`src/rtl/ky32_mem_pkg.sv`:
```
// Shared types and constants for the KY32 unified-memory arbiter.
package ky32_mem_pkg;
  localparam int         KY32_XLEN   = 32;
  localparam logic [3:0] KY32_BE_ALL = 4'hF;

  typedef enum logic [1:0] {IDLE, ISSUE, RESP} state_e;
  typedef enum logic       {OWN_I, OWN_D}      owner_e;
endpackage

```
`src/rtl/ky32_mem_wdog.sv`:
```
// Saturating no-ack watchdog: expired fires on the TIMEOUT-th counted cycle.
module ky32_mem_wdog #(
  parameter int TIMEOUT = 255
) (
  input  logic clk,
  input  logic rst,
  input  logic clear,
  input  logic count_en,
  output logic expired
);
  localparam int CW = $clog2(TIMEOUT + 1);

  logic [CW-1:0] cnt_q, cnt_d;

  always_comb begin
    cnt_d = cnt_q;
    if (clear)                                 cnt_d = '0;
    else if (count_en && cnt_q != CW'(TIMEOUT)) cnt_d = cnt_q + 1'b1;
  end

  always_ff @(posedge clk) begin
    if (!rst) cnt_q <= '0;
    else      cnt_q <= cnt_d;
  end

  // Combinational so the abort lands on the same edge the last no-ack cycle ends.
  assign expired = count_en && (cnt_q == CW'(TIMEOUT - 1));
endmodule

```
`src/rtl/ky32_mem_arb.sv`:
```
// Single-port memory arbiter: data-priority with fetch anti-starvation streak
// limit and a no-ack watchdog. All outputs are registered.
module ky32_mem_arb
  import ky32_mem_pkg::*;
#(
  parameter int STREAK  = 4,
  parameter int TIMEOUT = 255
) (
  input  logic                 clk,
  input  logic                 rst,
  input  logic                 i_req,
  input  logic [KY32_XLEN-1:0] i_addr,
  output logic                 i_ack,
  output logic [KY32_XLEN-1:0] i_rdata,
  input  logic                 d_req,
  input  logic                 d_we,
  input  logic [KY32_XLEN-1:0] d_addr,
  input  logic [KY32_XLEN-1:0] d_wdata,
  input  logic [3:0]           d_be,
  output logic                 d_ack,
  output logic [KY32_XLEN-1:0] d_rdata,
  output logic                 err,
  output logic                 mem_req,
  output logic                 mem_we,
  output logic [KY32_XLEN-1:0] mem_addr,
  output logic [KY32_XLEN-1:0] mem_wdata,
  output logic [3:0]           mem_be,
  input  logic                 mem_ack,
  input  logic [KY32_XLEN-1:0] mem_rdata
);
  localparam int SW = (STREAK > 0) ? $clog2(STREAK + 1) : 1;

  state_e               state_q, state_d;
  owner_e               owner_q, owner_d;
  logic [SW-1:0]        streak_q, streak_d;
  logic                 mem_req_q, mem_req_d, mem_we_q, mem_we_d;
  logic [KY32_XLEN-1:0] mem_addr_q, mem_addr_d, mem_wdata_q, mem_wdata_d;
  logic [3:0]           mem_be_q, mem_be_d;
  logic                 i_ack_q, i_ack_d, d_ack_q, d_ack_d, err_q, err_d;
  logic [KY32_XLEN-1:0] i_rdata_q, i_rdata_d, d_rdata_q, d_rdata_d;
  logic                 grant, pick_i, wd_exp;

  assign grant  = i_req | d_req;
  assign pick_i = i_req && (!d_req || streak_q == SW'(STREAK));

  ky32_mem_wdog #(.TIMEOUT(TIMEOUT)) u_wdog (
    .clk      (clk),
    .rst      (rst),
    .clear    (state_q != ISSUE),
    .count_en ((state_q == ISSUE) && !mem_ack),
    .expired  (wd_exp)
  );

  always_ff @(posedge clk) begin
    if (!rst) state_q <= IDLE;
    else      state_q <= state_d;
  end

  always_comb begin
    state_d = state_q;
    unique case (state_q)
      IDLE:    if (grant)             state_d = ISSUE;
      ISSUE:   if (mem_ack || wd_exp) state_d = RESP;
      RESP:                           state_d = IDLE;
      default:                        state_d = IDLE;
    endcase
  end

  always_comb begin
    owner_d     = owner_q;
    streak_d    = streak_q;
    mem_req_d   = mem_req_q;
    mem_we_d    = mem_we_q;
    mem_addr_d  = mem_addr_q;
    mem_wdata_d = mem_wdata_q;
    mem_be_d    = mem_be_q;
    i_ack_d     = 1'b0;
    d_ack_d     = 1'b0;
    err_d       = 1'b0;
    i_rdata_d   = i_rdata_q;
    d_rdata_d   = d_rdata_q;
    unique case (state_q)
      IDLE: if (grant) begin
        mem_req_d = 1'b1;
        if (pick_i) begin
          owner_d     = OWN_I;
          streak_d    = '0;
          mem_we_d    = 1'b0;
          mem_addr_d  = i_addr;
          mem_wdata_d = '0;
          mem_be_d    = KY32_BE_ALL;
        end else begin
          owner_d     = OWN_D;
          // Streak only grows while fetch is actually being held off.
          if (i_req) streak_d = (streak_q == SW'(STREAK)) ? streak_q : streak_q + 1'b1;
          else       streak_d = '0;
          mem_we_d    = d_we;
          mem_addr_d  = d_addr;
          mem_wdata_d = d_wdata;
          mem_be_d    = d_be;
        end
      end
      ISSUE: if (mem_ack || wd_exp) begin
        mem_req_d = 1'b0;
        err_d     = !mem_ack;
        if (owner_q == OWN_I) begin
          i_ack_d   = 1'b1;
          i_rdata_d = mem_ack ? mem_rdata : '0;
        end else begin
          d_ack_d   = 1'b1;
          d_rdata_d = mem_ack ? mem_rdata : '0;
        end
      end
      default: ;
    endcase
  end

  always_ff @(posedge clk) begin
    if (!rst) begin
      owner_q     <= OWN_I;
      streak_q    <= '0;
      mem_req_q   <= 1'b0;
      mem_we_q    <= 1'b0;
      mem_addr_q  <= '0;
      mem_wdata_q <= '0;
      mem_be_q    <= '0;
      i_ack_q     <= 1'b0;
      d_ack_q     <= 1'b0;
      err_q       <= 1'b0;
      i_rdata_q   <= '0;
      d_rdata_q   <= '0;
    end else begin
      owner_q     <= owner_d;
      streak_q    <= streak_d;
      mem_req_q   <= mem_req_d;
      mem_we_q    <= mem_we_d;
      mem_addr_q  <= mem_addr_d;
      mem_wdata_q <= mem_wdata_d;
      mem_be_q    <= mem_be_d;
      i_ack_q     <= i_ack_d;
      d_ack_q     <= d_ack_d;
      err_q       <= err_d;
      i_rdata_q   <= i_rdata_d;
      d_rdata_q   <= d_rdata_d;
    end
  end

  assign mem_req   = mem_req_q;
  assign mem_we    = mem_we_q;
  assign mem_addr  = mem_addr_q;
  assign mem_wdata = mem_wdata_q;
  assign mem_be    = mem_be_q;
  assign i_ack     = i_ack_q;
  assign d_ack     = d_ack_q;
  assign err       = err_q;
  assign i_rdata   = i_rdata_q;
  assign d_rdata   = d_rdata_q;
endmodule

```
`config.mk`:
```
export PLATFORM = sky130hd
export DESIGN_NAME = ky32_mem_arb
export DESIGN_NICKNAME = d
export VERILOG_FILES = /design/src/rtl/ky32_mem_pkg.sv /design/src/rtl/ky32_mem_wdog.sv /design/src/rtl/ky32_mem_arb.sv
export SDC_FILE = /design/constraint.sdc
export NUM_CORES = 1
export LEC_CHECK = 0
export ABC_AREA = 1
export CORE_MARGIN = 1
export CORE_UTILIZATION = 42
export DETAILED_ROUTE_END_ITERATION = 16
export PLACE_DENSITY = 0.81
export SYNTH_ARGS = -nofsm -noshare
export SYNTH_HDL_FRONTEND = slang
export SYNTH_SLANG_ARGS = --single-unit
```
`constraint.sdc`:
```
create_clock -name clk -period 1.7 [get_ports clk]
set_input_delay 0.34 -clock clk [delete_from_list [all_inputs] [get_ports clk]]
set_output_delay 0.34 -clock clk [all_outputs]
set_load 0.05 [all_outputs]
```
==> results.yml <==
min_path:
  hp-class: "flip-flop to flip-flop"
  hold_depth: 2
sta:
  fmax_mhz: 656
  holdWs_ps: 462
  setup_viol: 0
  rsz0062_at_grt: "false"
  fin_crit_sh_pct: 89.7
  tightest_slew_ps: 466
  setup_ws_ps: 175
  setup_tns_ps: 0
  finalHoldViolations: 0
  slew_violations: 0
  relSlewSlack_pct: 68.9
  finalClockSkew_ps: 10.1
  finalCriticalPeriod_ps: 1520
placed_design:
  dp_hpwl_um: 13100
  portBuffers: 274
  dp_slack_ps: -86.0
  dpl_cell_area_um2: 8690
  place_congestion: 0.769
setup_path:
  cp.arrival_ps: 1870
  crit_end: "streak_q[1]"
  reg2reg_depth: 10
  r2r_setup_slack_ps: 180
  start_kind: "flip-flop"
  worst-path-max-fanout: 15
  critPathSlowestCell: "dfxtp_1"
  cp-startpoint: "streak_q[0]"
  critPathTopFamily: "simple AND/OR/NAND/NOR gates"
  critPathMaxStageDelay_ps: 340
  path_common_cell: "nand2_1"
  r2r_end: "streak_q[1]"
  cp_cell_sequence: "inv_1 > ha_1 > nand2_1 > nand2_1 > nand2_2 > nand2_4 > inv_4 > buf_12 > nand3_1 > a21oi_1"
  path_depth: 10
  rr_startpoint: "streak_q[0]"
  cp_num_buf_inv: 3
  critPathKind: "flip-flop to flip-flop"
  critPathCaptureType: "flip-flop"
  worstPathRequired_ps: 2050
floorplan:
  row_count: 43
  start_util_pct: 43.4
  io_pins: 275
  die_w_um: 122
  core_area_um2: 13900
  chipHeight_um: 122
  dieArea_um2: 14900
synth:
  synth_seq_cells: 151
  syn_avg_cell_area_um2: 7.46
  syn-instance-count: 810
  synth_nets: 952
  yosysWarnings: 0
  syn-cell-area_um2: 6040
  synth.distinct_cells: 28
  synth_seq_area_share_pct: 50.0
final_layout:
  area_growth_syn_to_layout_pct: 53.5
  nNetsFinal: 1219
  final_core_util_pct: 66.5
  n_antenna_cell: 0
  drive_gt1_share_pct: 19.6
  design_area_um2: 9270
routing:
  ant_nets: 0
  vias: 6266
  routedWlPerCell_um: 14.6
  wl_um: 18600
  firstDrtPassIters: 5
  drtIter0Drc: 395
  viasPerCell: 4.94
  route.detailed.drc: 0
global_routing:
  grt_max_degree: 59
  grt_pass1_vias: 5936
  grt.total_usage_pct: 25.0
  gr-total-overflow: 0
  grt_pass1_wl_um: 28900
  antenna_found_initial: 0
clocking:
  cts_htree_levels: 4
  clk_pin_slew_ps: 60
  insertion_delay_ps: 430
  clockBufferDepth: 2
  cts.sinks: 151
  cts-root-buf: "clkbuf_16"
  cts_tree: "done"
  cts_buffers: 17
  ctsHoldBuffers: 0
status:
  outcome: "complete, no violations"
run:
  maxCapViolations: 0
pwr:
  p_per_area_nw_per_um2: 1070
  p_leak_nw: 4.01
  irDropWorstVdd_mv: 0.622
## how the worst min path moves through the flow
stage / slack (ps) / end / from
floorplan: 460 / streak_q[1] / streak_q[1]
global placement: 450 / i_rdata[15] / i_rdata[15]
detailed placement: 450 / i_rdata[25] / i_rdata[25]
CTS: 450 / mem_wdata[21] / d_wdata[21]
global route: 480 / mem_wdata[6] / d_wdata[6]
finish: 460 / d_rdata[5] / d_rdata[5]
## report_power, final
part,internal [mW],switching [mW]
clock,2.18,1.47
combinational,0.878,1.52
sequential,3.78,0.122
total,6.84,3.12
## sequential cells by signal, indices dropped and copies added, names as in the netlist
signal	count
err	1
mem_we	1
owner_q	1
d_rdata	32
mem_req	1
mem_be	4
i_rdata	32
d_ack	1
u_wdog.cnt_q	8
streak_q	3
mem_wdata	32
i_ack	1
state_q	2
mem_addr	32
## cell usage after synthesis (all sizes together)
cell type	n	area share, %
inv	52	3.3
clkbuf	23	1.4
xor2	1	0.15
o21ai	42	3.5
nor2	24	2.1
dfxtp	151	50
nand4	1	0.10
a21oi	112	9.3
nand2	293	19
or2	1	0.10
buf	32	3.7
a31oi	32	3.3
nand3	40	3.3
o22ai	1	0.10
clkinv	1	0.062
ha	4	0.83
## worst reg2reg max path: cells and delay by family, from the launching register on
kind	cells	cell delay (ps)
AO/OA/AOI/OAI	1	140
buffers and inverters	3	280
AND/OR/NAND/NOR	5	480
adder cells (fa/ha/maj)	1	200
flip-flops	1	340
## routing by layer
metal | share of wire (%) | GRT usage [%] | vias up
met5 | 0 | 0 | -
met4 | 2.6 | 10.6 | 0
met3 | 11 | 10.4 | 33
met2 | 48 | 42.6 | 230
met1 | 39 | 27.1 | 2855
li1 | - | - | 3148
## repair_timing
item                       4_1_cts  5_1_grt
buffers inserted                 0        0
setup endpoints to repair        0       32
resized for setup                0        2
## final cells by class
type	instances	area, um2
clock inverters	12	128
fillers	1185	4660
repair buffers	303	2730
well taps	180	225
flip-flops and latches	151	3020
multi-input cells	551	2520
clock buffers	19	443
inverters	53	201
## cells in the final DEF (no fill, tap or decap), types with 9 or more instances in the layout
master,netlist,final
o21ai_0,39,39
inv_1,50,49
nand3_1,40,40
clkbuf_16,0,17
clkdlybuf4s50_1,0,137
a21oi_1,111,110
dfxtp_1,151,151
buf_12,0,9
nand2_1,288,288
buf_4,4,157
nor2_1,18,18
a31oi_1,32,32
## stage by stage
stage,instances,power (mW)
finish,1269,9.96
global route,1269,10.4
CTS,1269,10.0
detailed placement,1238,6.38
global placement,1238,6.36
floorplan,810,5.43
## kinds of logic (layout without fill, tap and decap cells)
group | Yosys count | in the layout | share of synthesized area (%)
flip-flops | 151 | 151 | 50.0
AND/OR/NAND/NOR | 359 | 359 | 24.3
buffers and inverters | 108 | 387 | 8.43
adder cells (fa/ha/maj) | 4 | 4 | 0.829
XOR/XNOR | 1 | 1 | 0.145
AO/OA/AOI/OAI | 187 | 187 | 16.2
(Power assumes the default switching activity.)
